### config.mk
export PLATFORM = sky130hd
export DESIGN_NAME = alu_share_arbiter_flat
export DESIGN_NICKNAME = d
export VERILOG_FILES = /design/src/rtl/alu_share_if.sv /design/src/rtl/alu_share_arbiter.sv /design/src/flat_wrapper.sv
export SDC_FILE = /design/constraint.sdc
export NUM_CORES = 1
export LEC_CHECK = 0
export CORE_ASPECT_RATIO = 0.7
export CORE_UTILIZATION = 40
export DETAILED_ROUTE_END_ITERATION = 8
export HOLD_SLACK_MARGIN = 0.02
export PLACE_DENSITY = 0.82
export SLEW_MARGIN = 25
export SYNTH_ARGS = -nofsm -noshare
export SYNTH_HDL_FRONTEND = slang
export SYNTH_SLANG_ARGS = --single-unit
export TNS_END_PERCENT = 20
### constraint.sdc
create_clock -name clk -period 2.2 [get_ports clk]
set_input_delay 0.66 -clock clk [delete_from_list [all_inputs] [get_ports clk]]
set_output_delay 0.66 -clock clk [all_outputs]
set_load 0.01 [all_outputs]
### src/rtl/alu_share_if.sv
// Bundle of the two requester channels, the two response channels, the shared
// ALU hookup and the status outputs of alu_share_arbiter.
// slave  : the arbiter side.
// master : the clients plus the ALU, i.e. everything around the arbiter.
interface alu_share_if #(
  parameter int DATA_W = 4,
  parameter int OP_W   = 3
);
  logic              req0_valid;
  logic              req0_ready;
  logic [OP_W-1:0]   req0_op;
  logic [DATA_W-1:0] req0_a;
  logic [DATA_W-1:0] req0_b;
  logic              rsp0_valid;
  logic              rsp0_ready;
  logic [DATA_W-1:0] rsp0_result;
  logic              rsp0_zero;

  logic              req1_valid;
  logic              req1_ready;
  logic [OP_W-1:0]   req1_op;
  logic [DATA_W-1:0] req1_a;
  logic [DATA_W-1:0] req1_b;
  logic              rsp1_valid;
  logic              rsp1_ready;
  logic [DATA_W-1:0] rsp1_result;
  logic              rsp1_zero;

  logic [DATA_W-1:0] alu_src_a;
  logic [DATA_W-1:0] alu_src_b;
  logic [OP_W-1:0]   alu_operation;
  logic [DATA_W-1:0] alu_result;
  logic              alu_zero;

  logic              busy;
  logic              grant_id;

  modport slave (
    input  req0_valid, req0_op, req0_a, req0_b, rsp0_ready,
    input  req1_valid, req1_op, req1_a, req1_b, rsp1_ready,
    input  alu_result, alu_zero,
    output req0_ready, rsp0_valid, rsp0_result, rsp0_zero,
    output req1_ready, rsp1_valid, rsp1_result, rsp1_zero,
    output alu_src_a, alu_src_b, alu_operation,
    output busy, grant_id
  );

  modport master (
    output req0_valid, req0_op, req0_a, req0_b, rsp0_ready,
    output req1_valid, req1_op, req1_a, req1_b, rsp1_ready,
    output alu_result, alu_zero,
    input  req0_ready, rsp0_valid, rsp0_result, rsp0_zero,
    input  req1_ready, rsp1_valid, rsp1_result, rsp1_zero,
    input  alu_src_a, alu_src_b, alu_operation,
    input  busy, grant_id
  );
endinterface

### src/rtl/alu_share_arbiter.sv
// Shares one combinational ALU between two requesters.
// Round-robin pick in IDLE, operands held on the ALU for SETTLE_CYCLES in EXEC,
// result/zero captured and returned to the winner in RESP with valid/ready.
module alu_share_arbiter #(
  parameter int DATA_W        = 4,
  parameter int OP_W          = 3,
  parameter int SETTLE_CYCLES = 1   // legal range 1..15
) (
  input logic        clk,
  input logic        rst_n,
  alu_share_if.slave bus
);

  typedef enum logic [1:0] {
    IDLE = 2'd0,
    EXEC = 2'd1,
    RESP = 2'd2
  } state_t;

  localparam logic [3:0] CNT_INIT = 4'(SETTLE_CYCLES - 1);

  state_t            state_q, state_d;
  logic              ptr_q;        // requester that wins a tie
  logic              grant_q;
  logic [3:0]        cnt_q;
  logic [DATA_W-1:0] src_a_q, src_b_q, res_q;
  logic [OP_W-1:0]   op_q;
  logic              zero_q;

  logic              win;
  logic              accept;
  logic              capture;
  logic              handshake;
  logic              ready0, ready1;

  // Next-state logic, winner selection and the one-cycle strobes of the datapath.
  // NOTE: every signal gets a default before the case so no path leaves it unassigned (no latch).
  always_comb begin
    state_d   = state_q;
    win       = 1'b0;
    accept    = 1'b0;
    capture   = 1'b0;
    handshake = 1'b0;
    ready0    = 1'b0;
    ready1    = 1'b0;
    unique case (state_q)
      IDLE: begin
        // A tie goes to the pointer; otherwise whoever is asking wins.
        if (bus.req0_valid && bus.req1_valid) win = ptr_q;
        else                                  win = bus.req1_valid;
        accept = bus.req0_valid || bus.req1_valid;
        ready0 = accept && !win;
        ready1 = accept &&  win;
        if (accept) state_d = EXEC;
      end
      EXEC: begin
        if (cnt_q == 4'd0) begin
          capture = 1'b1;
          state_d = RESP;
        end
      end
      RESP: begin
        handshake = grant_q ? bus.rsp1_ready : bus.rsp0_ready;
        if (handshake) state_d = IDLE;
      end
      default: state_d = IDLE;
    endcase
  end

  // State register plus operand latch, settle counter, result capture and pointer.
  // NOTE: reset is synchronous and clears every register, including the datapath copies,
  // because all outputs must read 0 after reset.
  always_ff @(posedge clk) begin
    if (!rst_n) begin
      state_q <= IDLE;
      ptr_q   <= 1'b0;
      grant_q <= 1'b0;
      cnt_q   <= 4'd0;
      src_a_q <= '0;
      src_b_q <= '0;
      op_q    <= '0;
      res_q   <= '0;
      zero_q  <= 1'b0;
    end else begin
      // NOTE: non-blocking assignments so every register sees pre-edge values.
      state_q <= state_d;
      if (accept) begin
        grant_q <= win;
        cnt_q   <= CNT_INIT;
        op_q    <= win ? bus.req1_op : bus.req0_op;
        src_a_q <= win ? bus.req1_a  : bus.req0_a;
        src_b_q <= win ? bus.req1_b  : bus.req0_b;
      end
      if (state_q == EXEC && cnt_q != 4'd0) cnt_q <= cnt_q - 4'd1;
      if (capture) begin
        res_q  <= bus.alu_result;
        zero_q <= bus.alu_zero;
      end
      // Priority passes to the other requester only once a response completes.
      if (handshake) ptr_q <= ~grant_q;
    end
  end

  logic rsp0_v, rsp1_v;
  assign rsp0_v = (state_q == RESP) && !grant_q;
  assign rsp1_v = (state_q == RESP) &&  grant_q;

  assign bus.req0_ready    = ready0;
  assign bus.req1_ready    = ready1;
  assign bus.rsp0_valid    = rsp0_v;
  assign bus.rsp1_valid    = rsp1_v;
  assign bus.rsp0_result   = rsp0_v ? res_q : '0;
  assign bus.rsp1_result   = rsp1_v ? res_q : '0;
  assign bus.rsp0_zero     = rsp0_v & zero_q;
  assign bus.rsp1_zero     = rsp1_v & zero_q;
  assign bus.alu_src_a     = src_a_q;
  assign bus.alu_src_b     = src_b_q;
  assign bus.alu_operation = op_q;
  assign bus.busy          = (state_q != IDLE);
  assign bus.grant_id      = grant_q;

endmodule
### src/flat_wrapper.sv
// flat-port wrapper written by rule: the top's interface ports become plain ports
module alu_share_arbiter_flat 
#(
  parameter int DATA_W        = 4,
  parameter int OP_W          = 3,
  parameter int SETTLE_CYCLES = 1                       
)
  (clk, rst_n, bus_req0_valid, bus_req0_op, bus_req0_a, bus_req0_b, bus_rsp0_ready, bus_req1_valid, bus_req1_op, bus_req1_a, bus_req1_b, bus_rsp1_ready, bus_alu_result, bus_alu_zero, bus_req0_ready, bus_rsp0_valid, bus_rsp0_result, bus_rsp0_zero, bus_req1_ready, bus_rsp1_valid, bus_rsp1_result, bus_rsp1_zero, bus_alu_src_a, bus_alu_src_b, bus_alu_operation, bus_busy, bus_grant_id);
  alu_share_if #(.DATA_W(DATA_W), .OP_W(OP_W)) bus_i ();
  input logic clk;
  input logic rst_n;
  input wire logic [$bits(bus_i.req0_valid)-1:0] bus_req0_valid;
  input wire logic [$bits(bus_i.req0_op)-1:0] bus_req0_op;
  input wire logic [$bits(bus_i.req0_a)-1:0] bus_req0_a;
  input wire logic [$bits(bus_i.req0_b)-1:0] bus_req0_b;
  input wire logic [$bits(bus_i.rsp0_ready)-1:0] bus_rsp0_ready;
  input wire logic [$bits(bus_i.req1_valid)-1:0] bus_req1_valid;
  input wire logic [$bits(bus_i.req1_op)-1:0] bus_req1_op;
  input wire logic [$bits(bus_i.req1_a)-1:0] bus_req1_a;
  input wire logic [$bits(bus_i.req1_b)-1:0] bus_req1_b;
  input wire logic [$bits(bus_i.rsp1_ready)-1:0] bus_rsp1_ready;
  input wire logic [$bits(bus_i.alu_result)-1:0] bus_alu_result;
  input wire logic [$bits(bus_i.alu_zero)-1:0] bus_alu_zero;
  output wire logic [$bits(bus_i.req0_ready)-1:0] bus_req0_ready;
  output wire logic [$bits(bus_i.rsp0_valid)-1:0] bus_rsp0_valid;
  output wire logic [$bits(bus_i.rsp0_result)-1:0] bus_rsp0_result;
  output wire logic [$bits(bus_i.rsp0_zero)-1:0] bus_rsp0_zero;
  output wire logic [$bits(bus_i.req1_ready)-1:0] bus_req1_ready;
  output wire logic [$bits(bus_i.rsp1_valid)-1:0] bus_rsp1_valid;
  output wire logic [$bits(bus_i.rsp1_result)-1:0] bus_rsp1_result;
  output wire logic [$bits(bus_i.rsp1_zero)-1:0] bus_rsp1_zero;
  output wire logic [$bits(bus_i.alu_src_a)-1:0] bus_alu_src_a;
  output wire logic [$bits(bus_i.alu_src_b)-1:0] bus_alu_src_b;
  output wire logic [$bits(bus_i.alu_operation)-1:0] bus_alu_operation;
  output wire logic [$bits(bus_i.busy)-1:0] bus_busy;
  output wire logic [$bits(bus_i.grant_id)-1:0] bus_grant_id;
  assign bus_i.req0_valid = bus_req0_valid;
  assign bus_i.req0_op = bus_req0_op;
  assign bus_i.req0_a = bus_req0_a;
  assign bus_i.req0_b = bus_req0_b;
  assign bus_i.rsp0_ready = bus_rsp0_ready;
  assign bus_i.req1_valid = bus_req1_valid;
  assign bus_i.req1_op = bus_req1_op;
  assign bus_i.req1_a = bus_req1_a;
  assign bus_i.req1_b = bus_req1_b;
  assign bus_i.rsp1_ready = bus_rsp1_ready;
  assign bus_i.alu_result = bus_alu_result;
  assign bus_i.alu_zero = bus_alu_zero;
  assign bus_req0_ready = bus_i.req0_ready;
  assign bus_rsp0_valid = bus_i.rsp0_valid;
  assign bus_rsp0_result = bus_i.rsp0_result;
  assign bus_rsp0_zero = bus_i.rsp0_zero;
  assign bus_req1_ready = bus_i.req1_ready;
  assign bus_rsp1_valid = bus_i.rsp1_valid;
  assign bus_rsp1_result = bus_i.rsp1_result;
  assign bus_rsp1_zero = bus_i.rsp1_zero;
  assign bus_alu_src_a = bus_i.alu_src_a;
  assign bus_alu_src_b = bus_i.alu_src_b;
  assign bus_alu_operation = bus_i.alu_operation;
  assign bus_busy = bus_i.busy;
  assign bus_grant_id = bus_i.grant_id;
  alu_share_arbiter #(.DATA_W(DATA_W), .OP_W(OP_W), .SETTLE_CYCLES(SETTLE_CYCLES)) u_core (.clk(clk), .rst_n(rst_n), .bus(bus_i));
endmodule
==> flow_summary.toml <==
[detailed_routing]
drt_iter0_markers = 71
vias = 1441
via_per_inst = 5.67
drc = 0
wl_per_cell_um = 16.2
ant_nets = 0
dr.pass1.iters = 4
wl_um = 4110

[setup_path]
crit_path_max_fanout = 3
crit_arrival_ns = 1.47
end_kind = "output port"
max_stage_delay_ns = 0.27
crit_family = "buffers and inverters"
required_ns = 1.54
path_cells = "dlygate4sd2_1 > a21boi_2 > and2_1 > clkdlybuf4s15_2"
rrSetupSlack_ns = 0.47
worstSetupPathType = "in2out"
cp_slowest_cell = "dlygate4sd2_1"
worst-path-buf-inv = 2
cp-start-kind = "input port"

[placement]
dp_hpwl_um = 3110
placed_cells_incl_taps = 248
dpl_cell_area_um2 = 1960
portBuffers = 59
finalWeightedCongestion = 0.874
preCtsSetupSlack_ns = -0.493

[floorplanning]
core-area_um2 = 2900
die_h_um = 49.0
start_util_pct = 43.4
std_cell_rows = 16
die-area_um2 = 3390
ios = 60
die_x_um = 69.1

[pwr]
power_w = 0.00131
p_switching_w = 0.000366
pwr-share-comb_pct = 31.8
ir_worst_vdd_mv = 0.373
p_clk_share_pct = 29.4
power.density_nw_per_um2 = 638
power_switching_share_pct = 28.0
power_frac_seq_pct = 38.8
p_int_w = 0.000943
power_leakage_nw = 0.897

[logic_synthesis]
netlist_instances = 149
synth_top_cell_by_area = "dfxtp_1"
synth_edf_count = 0
syn_nets = 183
synthFlopType = "dfxtp_1"
synth-seq-cells = 24
ys_top_cells_by_area = "dfxtp_1, a21oi_1, o32ai_1"
synth-seq-area-share_pct = 38.1
syn_avg_cell_area_um2 = 8.46
synth_cell_types = 36
yosysTopAreaCellShare_pct = 38.1
syn_area_um2 = 1260
synth_warnings = 0
async_flop_share_pct = 0

[cells_and_area]
num-nets-final = 253
drive_above_1_share_pct = 12.8
syn_to_final_growth_pct = 62.6
diodes = 0
fin_cells = 254
final_area_um2 = 2050
fillers = 214

[clocking]
cts_sinks = 24
clkTransAtPathRegs_ns = 0.09
cts_root_buf = "clkbuf_8"
cts_made_buffers = 3
tritoncts = "yes"
clock_latency_ns = 0.27
htree_levels = 1
cts_hold_buf = 0
clockBufferDepth = 2

[sta]
period_minus_slack_ns = 2.13
setup_viol = 0
finalHoldViolCount = 0
setup_ws_ns = 0.0747
slew_headroom_pct = 58.6
rsz0062_at_grt = "no"
finalMaxSlewViolations = 0
fmax_mhz = 471
finalCritPeriodShare_pct = 96.6
worst_pin_slew_ns = 0.620
skew_ns = 0.00653

[grt]
gr-total-overflow = 0
track_usage_pct = 24.0
antenna_found_initial = 0
grt_pass1_wl_um = 6490
grt_max_degree = 22
grt_pass1_vias = 1324

[min_path]
min_path_type = "reg2reg"

[status]
outcome = "finished clean"

[flow_run]
cap_violations = 0
path summary, 6_finish.rpt:
kind | from | to | cells after the start
max | bus_req0_valid | bus_req0_ready | 4
min | u_core.bus.alu_src_b[0]$_SDFFE_PN0P_ | u_core.bus.alu_src_b[0]$_SDFFE_PN0P_ | 2
max reg2reg | u_core.cnt_q[0]$_SDFFE_PN0P_ | u_core.cnt_q[0]$_SDFFE_PN0P_ | 5
min reg2reg | u_core.bus.alu_src_b[0]$_SDFFE_PN0P_ | u_core.bus.alu_src_b[0]$_SDFFE_PN0P_ | 2
state kept, by name, indices dropped and copies added (netlist names):
| register | cells |
|---|---|
| u_core.bus.alu_operation | 3 |
| u_core.cnt_q | 4 |
| u_core.bus.grant_id | 1 |
| u_core.zero_q | 1 |
| u_core.bus.alu_src_a | 4 |
| u_core.state_q | 2 |
| u_core.res_q | 4 |
| u_core.ptr_q | 1 |
| u_core.bus.alu_src_b | 4 |
per-stage QoR:
stage	setup TNS (ns)	hold WS [ns]	util [%]
6_report	0	0.460	70.6
5_1_grt	0	0.487	70.6
4_1_cts	-0.0662	0.466	69.8
3_5_place_dp	-1.61	0.450	67.5
3_3_place_gp	-0.835	0.442	67.5
2_1_floorplan	0	0.458	-
what timing repair did:
action | 4_1_cts | 5_1_grt
pin swaps | 1 | 1
gates resized for setup | 22 | 4
setup endpoints to repair | 15 | 4
buffers inserted | 0 | 2
Yosys cell counts, types with 2 or more instances:
cell type,count
inv_1,14
a21oi_1,20
clkbuf_1,8
o21a_1,2
nand2b_1,3
dfxtp_1,24
o32ai_1,9
and2_1,7
or4_1,2
nand4b_1,2
o21bai_1,2
o21ai_0,5
or3_1,3
o31ai_1,2
a31oi_1,9
nand2_1,3
and3_1,7
o2111a_1,2
o221ai_1,3
nand3b_1,6
power groups by stage:
stage | sequential, W | combinational [W] | clock (W)
CTS | 0.000507 | 0.000404 | 0.000386
global route | 0.000512 | 0.000446 | 0.000407
floorplan | 0.000527 | 0.000176 | 0
finish | 0.000508 | 0.000417 | 0.000384
global placement | 0.000512 | 0.000391 | 0
detailed placement | 0.000515 | 0.000403 | 0
per-layer routing:
layer  vias to the layer above  part of all wire, %  wire length (um)  GRT usage, %
li1                        695                    -                 -             -
met1                       699                   45              1860          31.2
met2                        43                   50              2040          41.7
met3                         4                  4.3               175          4.34
met4                         0                 0.71                29          5.10
met5                         -                    0                 0             0
cells in the final DEF, fill, tap and decap left out, types with 2 or more instances in the layout:
| cell | count |
|---|---|
| o31ai_1 | 2 |
| o21bai_1 | 2 |
| dfxtp_1 | 24 |
| and2_1 | 7 |
| dlymetal6s2s_1 | 4 |
| nand3b_1 | 6 |
| clkbuf_8 | 3 |
| clkdlybuf4s50_1 | 42 |
| nand2b_1 | 3 |
| o32ai_1 | 9 |
| dlygate4sd2_1 | 11 |
| o21a_1 | 2 |
| nand2_1 | 3 |
| a21oi_1 | 20 |
| o21ai_0 | 5 |
| o2111a_1 | 2 |
| inv_1 | 14 |
| o221ai_1 | 3 |
| or4_1 | 2 |
| or3_1 | 3 |
| and3_1 | 7 |
| a31oi_1 | 9 |
| buf_4 | 15 |
| nand4b_1 | 2 |
cell type report:
class                           instances  area (um^2)  area share [%]
Inverter                               15         56.3            2.75
Sequential cell                        24          480            23.4
Clock inverter                          1         30.0            1.46
Multi-Input combinational cell        101          702            34.2
Clock buffer                            3         41.3            2.01
Timing Repair Buffer                   74          696            33.9
Tap cell                               36         45.0            2.20
cells by family (layout without fill, tap and decap cells):
| group | count (synthesis) | count (layout) | synth area share, % |
|---|---|---|---|
| adder cells (fa/ha/maj) | 1 | 1 | 0.992 |
| buffers and inverters | 24 | 93 | 7.24 |
| multiplexers | 1 | 1 | 0.794 |
| flip-flops | 24 | 24 | 38.1 |
| AND/OR/NAND/NOR | 40 | 40 | 21.7 |
| AO/OA/AOI/OAI | 59 | 59 | 31.2 |
worst reg2reg max path, delay by kind of cell (launching register included):
family	cells	cell delay (ns)
flip-flops	1	0.34
AND/OR/NAND/NOR	1	0.55
AO/OA/AOI/OAI	2	0.46
adder cells (fa/ha/maj)	1	0.21
buffers and inverters	1	0.08
Note: power is estimated with default switching activity, not from simulation.
